==> src/rtl/fifo_wr_rr_arbiter_if.sv <==
// Bundle of the requester side and FIFO write side of the round-robin write arbiter.
// The master modport is the arbiter's view; slave is the producers/FIFO view.
interface fifo_wr_rr_arbiter_if #(
  parameter int N_amisha = 4,
  parameter int B_amisha = 8
);
  logic [N_amisha-1:0]          req_amisha;
  logic [N_amisha*B_amisha-1:0] w_data_in_amisha;
  logic                         fifo_full_amisha;
  logic [N_amisha-1:0]          gnt_amisha;
  logic [N_amisha-1:0]          ack_amisha;
  logic                         fifo_wr_amisha;
  logic [B_amisha-1:0]          fifo_w_data_amisha;
  logic                         busy_amisha;

  modport master (
    input  req_amisha, w_data_in_amisha, fifo_full_amisha,
    output gnt_amisha, ack_amisha, fifo_wr_amisha, fifo_w_data_amisha, busy_amisha
  );

  modport slave (
    output req_amisha, w_data_in_amisha, fifo_full_amisha,
    input  gnt_amisha, ack_amisha, fifo_wr_amisha, fifo_w_data_amisha, busy_amisha
  );
endinterface

==> src/rtl/fifo_wr_rr_arbiter.sv <==
// Round-robin arbiter sharing one FIFO write port among N requesters, granting
// bounded bursts and rotating priority past the last granted requester.
module fifo_wr_rr_arbiter #(
  parameter int N_amisha     = 4,
  parameter int B_amisha     = 8,
  parameter int BURST_amisha = 4,
  parameter int CW_amisha    = 3
) (
  input  logic                 clk_amisha,
  input  logic                 reset_amisha,
  fifo_wr_rr_arbiter_if.master bus
);
  localparam int PW = (N_amisha > 1) ? $clog2(N_amisha) : 1;

  typedef enum logic {IDLE, GRANT} state_t;

  state_t                state, state_nxt;
  logic [PW-1:0]         rr_ptr, rr_ptr_nxt;
  logic [PW-1:0]         g_idx, g_idx_nxt, g_idx_inc;
  logic [PW-1:0]         sel_idx;
  logic                  sel_valid;
  logic [CW_amisha-1:0]  cnt, cnt_nxt;
  logic [N_amisha-1:0]   gnt, gnt_nxt;
  logic                  busy, busy_nxt;
  logic                  wr;
  logic                  release_grant;

  // Circular first-set search starting at rr_ptr.
  always_comb begin
    logic [PW-1:0] cand;
    int            idx;
    sel_valid = 1'b0;
    sel_idx   = rr_ptr;
    cand      = '0;
    idx       = 0;
    for (int k = 0; k < N_amisha; k++) begin
      idx = int'(rr_ptr) + k;
      if (idx >= N_amisha) idx = idx - N_amisha;
      cand = PW'(idx);
      if (!sel_valid && bus.req_amisha[cand]) begin
        sel_valid = 1'b1;
        sel_idx   = cand;
      end
    end
  end

  assign g_idx_inc = (g_idx == PW'(N_amisha - 1)) ? '0 : g_idx + 1'b1;

  // State register
  always_ff @(posedge clk_amisha) begin
    // NOTE: sequential state uses non-blocking assignments so every register
    // samples pre-edge values regardless of statement order.
    if (reset_amisha) begin
      state  <= IDLE;
      rr_ptr <= '0;
      g_idx  <= '0;
      cnt    <= '0;
      gnt    <= '0;
      busy   <= 1'b0;
    end else begin
      state  <= state_nxt;
      rr_ptr <= rr_ptr_nxt;
      g_idx  <= g_idx_nxt;
      cnt    <= cnt_nxt;
      gnt    <= gnt_nxt;
      busy   <= busy_nxt;
    end
  end

  // Next-state logic
  always_comb begin
    // NOTE: every comb output gets a default first so no path infers a latch.
    state_nxt     = state;
    rr_ptr_nxt    = rr_ptr;
    g_idx_nxt     = g_idx;
    cnt_nxt       = cnt;
    gnt_nxt       = gnt;
    busy_nxt      = busy;
    release_grant = 1'b0;
    unique case (state)
      IDLE: begin
        if (sel_valid) begin
          state_nxt = GRANT;
          g_idx_nxt = sel_idx;
          gnt_nxt   = N_amisha'(1) << sel_idx;
          cnt_nxt   = '0;
          busy_nxt  = 1'b1;
        end
      end
      GRANT: begin
        release_grant = (wr && (cnt == CW_amisha'(BURST_amisha - 1))) ||
                        !bus.req_amisha[g_idx];
        if (release_grant) begin
          state_nxt  = IDLE;
          gnt_nxt    = '0;
          cnt_nxt    = '0;
          busy_nxt   = 1'b0;
          rr_ptr_nxt = g_idx_inc;
        end else if (wr) begin
          cnt_nxt = cnt + 1'b1;
        end
      end
      default: state_nxt = IDLE;
    endcase
  end

  // Output logic: the write strobe never fires against a full FIFO.
  always_comb begin
    wr                     = (state == GRANT) && bus.req_amisha[g_idx] && !bus.fifo_full_amisha;
    bus.fifo_wr_amisha     = wr;
    bus.ack_amisha         = wr ? gnt : '0;
    bus.fifo_w_data_amisha = (state == GRANT) ? bus.w_data_in_amisha[g_idx*B_amisha +: B_amisha] : '0;
    bus.gnt_amisha         = gnt;
    bus.busy_amisha        = busy;
  end
endmodule

==> src/flat_wrapper.sv <==
// flat-port wrapper written by rule: the top's interface ports become plain ports
module fifo_wr_rr_arbiter_flat 
#(
  parameter int N_amisha     = 4,
  parameter int B_amisha     = 8,
  parameter int BURST_amisha = 4,
  parameter int CW_amisha    = 3
)
  (clk_amisha, reset_amisha, bus_req_amisha, bus_w_data_in_amisha, bus_fifo_full_amisha, bus_gnt_amisha, bus_ack_amisha, bus_fifo_wr_amisha, bus_fifo_w_data_amisha, bus_busy_amisha);
  fifo_wr_rr_arbiter_if #(.N_amisha(N_amisha), .B_amisha(B_amisha)) bus_i ();
  input  logic clk_amisha;
  input  logic reset_amisha;
  input wire logic [$bits(bus_i.req_amisha)-1:0] bus_req_amisha;
  input wire logic [$bits(bus_i.w_data_in_amisha)-1:0] bus_w_data_in_amisha;
  input wire logic [$bits(bus_i.fifo_full_amisha)-1:0] bus_fifo_full_amisha;
  output wire logic [$bits(bus_i.gnt_amisha)-1:0] bus_gnt_amisha;
  output wire logic [$bits(bus_i.ack_amisha)-1:0] bus_ack_amisha;
  output wire logic [$bits(bus_i.fifo_wr_amisha)-1:0] bus_fifo_wr_amisha;
  output wire logic [$bits(bus_i.fifo_w_data_amisha)-1:0] bus_fifo_w_data_amisha;
  output wire logic [$bits(bus_i.busy_amisha)-1:0] bus_busy_amisha;
  assign bus_i.req_amisha = bus_req_amisha;
  assign bus_i.w_data_in_amisha = bus_w_data_in_amisha;
  assign bus_i.fifo_full_amisha = bus_fifo_full_amisha;
  assign bus_gnt_amisha = bus_i.gnt_amisha;
  assign bus_ack_amisha = bus_i.ack_amisha;
  assign bus_fifo_wr_amisha = bus_i.fifo_wr_amisha;
  assign bus_fifo_w_data_amisha = bus_i.fifo_w_data_amisha;
  assign bus_busy_amisha = bus_i.busy_amisha;
  fifo_wr_rr_arbiter #(.N_amisha(N_amisha), .B_amisha(B_amisha), .BURST_amisha(BURST_amisha), .CW_amisha(CW_amisha)) u_core (.clk_amisha(clk_amisha), .reset_amisha(reset_amisha), .bus(bus_i));
endmodule
==> config.mk <==
export PLATFORM = sky130hd
export DESIGN_NAME = fifo_wr_rr_arbiter_flat
export DESIGN_NICKNAME = d
export VERILOG_FILES = /design/src/rtl/fifo_wr_rr_arbiter_if.sv /design/src/rtl/fifo_wr_rr_arbiter.sv /design/src/flat_wrapper.sv
export SDC_FILE = /design/constraint.sdc
export NUM_CORES = 1
export LEC_CHECK = 0
export BUFFER_PORTS_ARGS = -buffer_cell sky130_fd_sc_hd__buf_2
export CORE_MARGIN = 4
export CORE_UTILIZATION = 30
export CTS_BUF_LIST = sky130_fd_sc_hd__clkbuf_4 sky130_fd_sc_hd__clkbuf_8 sky130_fd_sc_hd__clkbuf_16
export DETAILED_ROUTE_END_ITERATION = 16
export HOLD_SLACK_MARGIN = 0.12
export PLACE_DENSITY = 0.66
export RECOVER_POWER = 25
export SLEW_MARGIN = 20
export SYNTH_ARGS = -nofsm -noshare
export SYNTH_HDL_FRONTEND = slang
export SYNTH_SLANG_ARGS = --single-unit
==> constraint.sdc <==
create_clock -name clk_amisha -period 3.3 [get_ports clk_amisha]
set_input_delay 0.495 -clock clk_amisha [delete_from_list [all_inputs] [get_ports clk_amisha]]
set_output_delay 0.495 -clock clk_amisha [all_outputs]
set_load 0.03 [all_outputs]
# ---- Yosys cells after proc, flatten, opt, wreduce, memory -nomap -nowiden
# Cells that the tools add are included.
# Widths: inputs -> output; s select.
dict set report totals {
  register_bits 13
  wordCells 86
  in_bits 39
  out_inout_bits 18
}
dict set report classes {
  reduce_logical 16
  eq_ne 5
  order_cmp 9
  shift 2
  muxes 38
  n_bitwise 1
  add_sub_neg 9
}
# cell count
set op_table {}
lappend op_table {{$shiftx 32x6->8} 1}
lappend op_table {{$mux 2} 9}
lappend op_table {{$lt 2x3->1 const B} 5}
lappend op_table {{$mux 1} 13}
lappend op_table {{$mux 4} 3}
lappend op_table {{$bmux 1 s2} 5}
lappend op_table {{$ge 3x3->1 const B} 3}
lappend op_table {{$mux 3} 3}
lappend op_table {{$mux 8} 1}
lappend op_table {{$pmux 4 s2} 1}
lappend op_table {{$reduce_and 2->1} 4}
lappend op_table {{$sub 2x1->2 const B} 4}
lappend op_table {{$add 2x2->3 const B} 2}
lappend op_table {{$logic_and 1x1->1} 6}
lappend op_table {{$pmux 3 s2} 1}
lappend op_table {{$logic_not 1->1} 5}
lappend op_table {{$pmux 1 s2} 2}
lappend op_table {{$shl 1x2->4 const A} 1}
lappend op_table {{$add 2x1->3 const B} 1}
lappend op_table {{$add 3x1->3 const B} 1}
lappend op_table {{$eq 3x2->1 const B} 1}
lappend op_table {{$ge 2x3->1 const B} 1}
lappend op_table {{$ne 3x3->1 const B} 1}
lappend op_table {{$add 2x1->2 const B} 1}
lappend op_table {{5 further kinds} 5}

# ---- Logic depth before layout (Yosys ltp)
dict set report depth {
  depth_word 17
  depth_mapped 6
  ltp_nobuf 6
}

# ---- Worst setup path before layout
# No wires, ideal clock.
dict set report synth_path {
  path_kind {input-to-output}
  from {input port bus_req_amisha[1]}
  to {output port bus_ack_amisha[0]}
  cell_stages 4
  arrival_ns 1.770
  slack_ns 1.035
  required_time_ns 2.805
  n_path_buf 0
  cell_sequence {mux2i_1 mux2_4 nor3b_2 and2_1}
}
dict set report synth_via {
  elab_chain_cells 5
}
# item line
set synth_rtl {}
lappend synth_rtl {{start: declaration} flat_wrapper.sv:13} ;# input wire logic [$bits(bus_i.req_amisha)-1:0] bus_req_amisha;
lappend synth_rtl {{$bmux 1 s2} fifo_wr_rr_arbiter.sv:109} ;# wr = (state == GRANT) && bus.req_amisha[g_idx] && !bus.fifo_full_amisha;
lappend synth_rtl {{$mux 1 (implied by the code)} fifo_wr_rr_arbiter.sv:109}
lappend synth_rtl {{$logic_and 1x1->1 (2 in a row)} fifo_wr_rr_arbiter.sv:109}
lappend synth_rtl {{via bus_fifo_wr_amisha} flat_wrapper.sv:18} ;# output wire logic [$bits(bus_i.fifo_wr_amisha)-1:0] bus_fifo_wr_amisha;
lappend synth_rtl {{$mux 4} fifo_wr_rr_arbiter.sv:111} ;# bus.ack_amisha = wr ? gnt : '0;
lappend synth_rtl {{end: declaration} flat_wrapper.sv:17} ;# output wire logic [$bits(bus_i.ack_amisha)-1:0] bus_ack_amisha;
# The timed path passes the listed nets, and every way through them passes these cells. The select of a mux whose other input is x is not followed.

# ---- Worst setup path after layout
dict set report layout_path {
  from {register u_core.g_idx[0]}
  to {output port bus_ack_amisha[3]}
}
dict set report layout_via {
  elab_chain_cells 5
}
# item line
set layout_rtl {}
lappend layout_rtl {{start: declaration} fifo_wr_rr_arbiter.sv:19} ;# logic [PW-1:0] g_idx, g_idx_nxt, g_idx_inc;
lappend layout_rtl {{start signal: assignment} fifo_wr_rr_arbiter.sv:63} ;# g_idx <= g_idx_nxt;
lappend layout_rtl {{$bmux 1 s2} fifo_wr_rr_arbiter.sv:109}
lappend layout_rtl {{$mux 1 (implied by the code)} fifo_wr_rr_arbiter.sv:109}
lappend layout_rtl {{$logic_and 1x1->1 (2 in a row)} fifo_wr_rr_arbiter.sv:109}
lappend layout_rtl {{$mux 4} fifo_wr_rr_arbiter.sv:111}
# No other way between the ends. The select of a mux whose other input is x is not followed.

==> flow_summary.json <==
{
  "core_sq_mm": 0.003128,
  "crit_path_end_kind": "output port",
  "hp-class": "flip-flop to flip-flop",
  "combPwrFrac_pct": 35.2,
  "relSlewSlack_pct": 54.63,
  "grt_pass1_wl_um": 4416,
  "seq_power_share_pct": 42.4,
  "dr.pass1.iters": 4,
  "hold_buffers": 0,
  "nets": 206,
  "setup_tns_ps": 0,
  "grt.total_usage_pct": 12.90,
  "critPathArrivalTime_ps": 2280,
  "p_sw_uw": 153.2,
  "p_clk_share_pct": 22.3,
  "tritoncts": "done",
  "netlist_instances": 107,
  "irDropWorstVdd_v": 0.0001763,
  "regToRegSetupSlack_ps": 1330,
  "die_y_um": 65.84,
  "avgSynthCellArea_sq_um": 9.378,
  "crit_fanout": 13,
  "period_share_pct": 84.05,
  "gp_congestion": 0.8789,
  "final_antenna_net_count": 0,
  "finalWirelength_um": 2639,
  "hold_viol_final": 0,
  "status": "finished, final reports clean",
  "clk_latency_ps": 280,
  "post-cts-setup-buffer-count": 0,
  "syn-cell-area_sq_mm": 0.001003,
  "drt-initial-drc-count": 38,
  "hpwl_um": 2185,
  "ctsResizeCount": 0,
  "grt_pass1_vias": 1065,
  "ys_ff_latch": 13,
  "io_pins": 57,
  "htree_levels": 1,
  "yosysUniqueCellTypes": 34,
  "cts_made_buffers": 3,
  "power.total_uw": 439.7,
  "num_vias": 1020,
  "maxCapViolations": 0,
  "worst_slew_pin_slew_ps": 679.5,
  "p_sw_share_pct": 34.83,
  "synthTopCellsByArea": "dfxtp_1 (26%), mux4_2 (18%), and2_1 (7.5%), mux2i_1 (5.0%), nor2_1 (4.1%)",
  "cts_sinks": 13,
  "yosysSeqAreaShare_pct": 25.94,
  "critPathSlowestCell": "dfxtp_1",
  "yosysTopAreaCell": "dfxtp_1",
  "portBuffers": 56,
  "cts_root_buffer": "clkbuf_4",
  "holdWs_ps": 483.6,
  "rows": 20,
  "intPower_uw": 286.5,
  "max_stage_delay_ps": 760,
  "synth_top_area_share_pct": 25.94,
  "n_antenna_cell": 0,
  "syn2layout_area_growth_pct": 32.92,
  "power.density_mw_per_mm2": 329.7,
  "crit_type": "flip-flop to output port",
  "syn_nets": 149,
  "finalClockSkew_ps": 8.332,
  "initial_core_util_pct": 32.08,
  "die-width_um": 65.84,
  "fmax_mhz": 360.5,
  "fin_crit_ps": 2774,
  "setup_viol": 0,
  "antenna_found_initial": 0,
  "drv_slew": 0,
  "grt_setup_unrepaired": "no",
  "viasPerCell": 4.928,
  "path_clk_slew_ps": 80,
  "post_route_cells_drive_above_1_share_pct": 43.56,
  "dieArea_sq_mm": 0.004334,
  "ys_warn_count": 0,
  "critPathLaunchType": "flip-flop",
  "wl_per_cell_um": 12.75,
  "grt_max_degree": 16,
  "gr-total-overflow": 0,
  "worstPathCellList": "mux2i_1, mux2_4, nor3b_2, and2_1, buf_2",
  "cts.path.max_buffers": 2,
  "drc": 0,
  "cp.required_ps": 2800,
  "p_leak_nw": 0.5976
}
[final timing paths]
check / startpoint / end / cells past startpoint
min: u_core.bus.gnt_amisha[0]$_SDFFE_PP0P_ / u_core.bus.gnt_amisha[0]$_SDFFE_PP0P_ / 1
max: u_core.g_idx[0]$_SDFFE_PP0P_ / bus_ack_amisha[3] / 5
max reg2reg: u_core.g_idx[0]$_SDFFE_PP0P_ / u_core.rr_ptr[0]$_SDFFE_PP0P_ / 5
min reg2reg: u_core.bus.gnt_amisha[0]$_SDFFE_PP0P_ / u_core.bus.gnt_amisha[0]$_SDFFE_PP0P_ / 1
[cells in the final DEF, fill, tap and decap left out, types with 2 or more instances in the layout]
cell type	n
a21oi_1	8
nor2_1	11
mux2i_1	5
nor3_1	3
ha_1	3
dfxtp_1	13
nand2b_1	6
clkbuf_4	3
inv_1	2
o21ai_0	2
and2_1	12
nand2_1	6
o2bb2ai_1	2
mux4_2	8
buf_2	51
or3_1	2
nor2b_1	4
clkbuf_1	5
[flip-flops by register name, summed over array words and instances (netlist names)]
signal and flops:
u_core.cnt 3, u_core.bus.gnt_amisha 4, u_core.state 1, u_core.rr_ptr 2, u_core.bus.busy_amisha 1, u_core.g_idx 2
[critical path: cells and delay by family (launching register included)]
kind	cells	cell delay [ps]
buf+inv	1	190
flops	1	760
mux	2	560
simple gates	2	480
[cell usage after synthesis]
| cell | instances |
|---|---|
| dfxtp_1 | 13 |
| and2_1 | 12 |
| nor2_1 | 11 |
| a21oi_1 | 8 |
| mux4_2 | 8 |
| nand2_1 | 6 |
| nand2b_1 | 6 |
| mux2i_1 | 5 |
| nor2b_1 | 4 |
| ha_1 | 3 |
| nor3_1 | 3 |
| clkbuf_1 | 2 |
| inv_1 | 2 |
| nor4_2 | 2 |
| o2bb2ai_1 | 2 |
| or3_1 | 2 |
| a211oi_2 | 1 |
| a21oi_2 | 1 |
| a22oi_1 | 1 |
| and2b_1 | 1 |
| buf_2 | 1 |
| buf_4 | 1 |
| mux2_4 | 1 |
| nand3_1 | 1 |
| nor3b_2 | 1 |
| o21a_1 | 1 |
| o21ai_0 | 1 |
| o21ai_1 | 1 |
| o21ai_2 | 1 |
| o21bai_2 | 1 |
| o22a_1 | 1 |
| o22ai_1 | 1 |
| or2_0 | 1 |
| or2_4 | 1 |
[layer usage]
metal	part of all wire, %	vias up	GRT usage [%]
met5	0	-	0
met4	0.57	0	4.663
met3	13	2	4.932
met2	49	45	23.28
met1	38	471	13.42
li1	-	502	-
[per-stage QoR]
| step | setup slack, ps | cells | area, sq um | util, % |
|---|---|---|---|---|
| after detailed placement | 775.7 | 203 | 1319 | 42.16 |
| after global routing | 286.1 | 207 | 1334 | 42.64 |
| final | 526.2 | 207 | 1334 | 42.64 |
| after global placement | 872.4 | 203 | 1319 | 42.16 |
| after floorplan | 1035 | 107 | 1003 | - |
| after CTS | 461.3 | 207 | 1346 | 43.04 |
[layout make-up]
type | instances | area (sq um)
Inverter | 2 | 7.507
Clock inverter | 1 | 5.005
Clock buffer | 3 | 22.52
Tap cell | 44 | 55.05
Multi-Input combinational cell | 88 | 709.4
Fill cell | 319 | 1794
Sequential cell | 13 | 260.3
Timing Repair Buffer | 56 | 274.0
[power groups by stage]
stage,Sequential (mW),Clock (mW),Combinational [mW]
finish,0.186,0.0983,0.155
global placement,0.189,0,0.155
detailed placement,0.191,0,0.158
CTS,0.187,0.103,0.159
global route,0.190,0.113,0.170
floorplan,0.187,0,0.108
[logic make-up after synthesis]
| kind of cell | Yosys count | synth area share [%] |
|---|---|---|
| buffers and inverters | 6 | 2.744 |
| muxes | 14 | 24.44 |
| AOI/OAI and AO/OA | 20 | 13.84 |
| and+or+nand+nor | 51 | 29.30 |
| adders and majority gates | 3 | 3.741 |
| DFF | 13 | 25.94 |
Note: power is estimated with default switching activity, not from simulation.
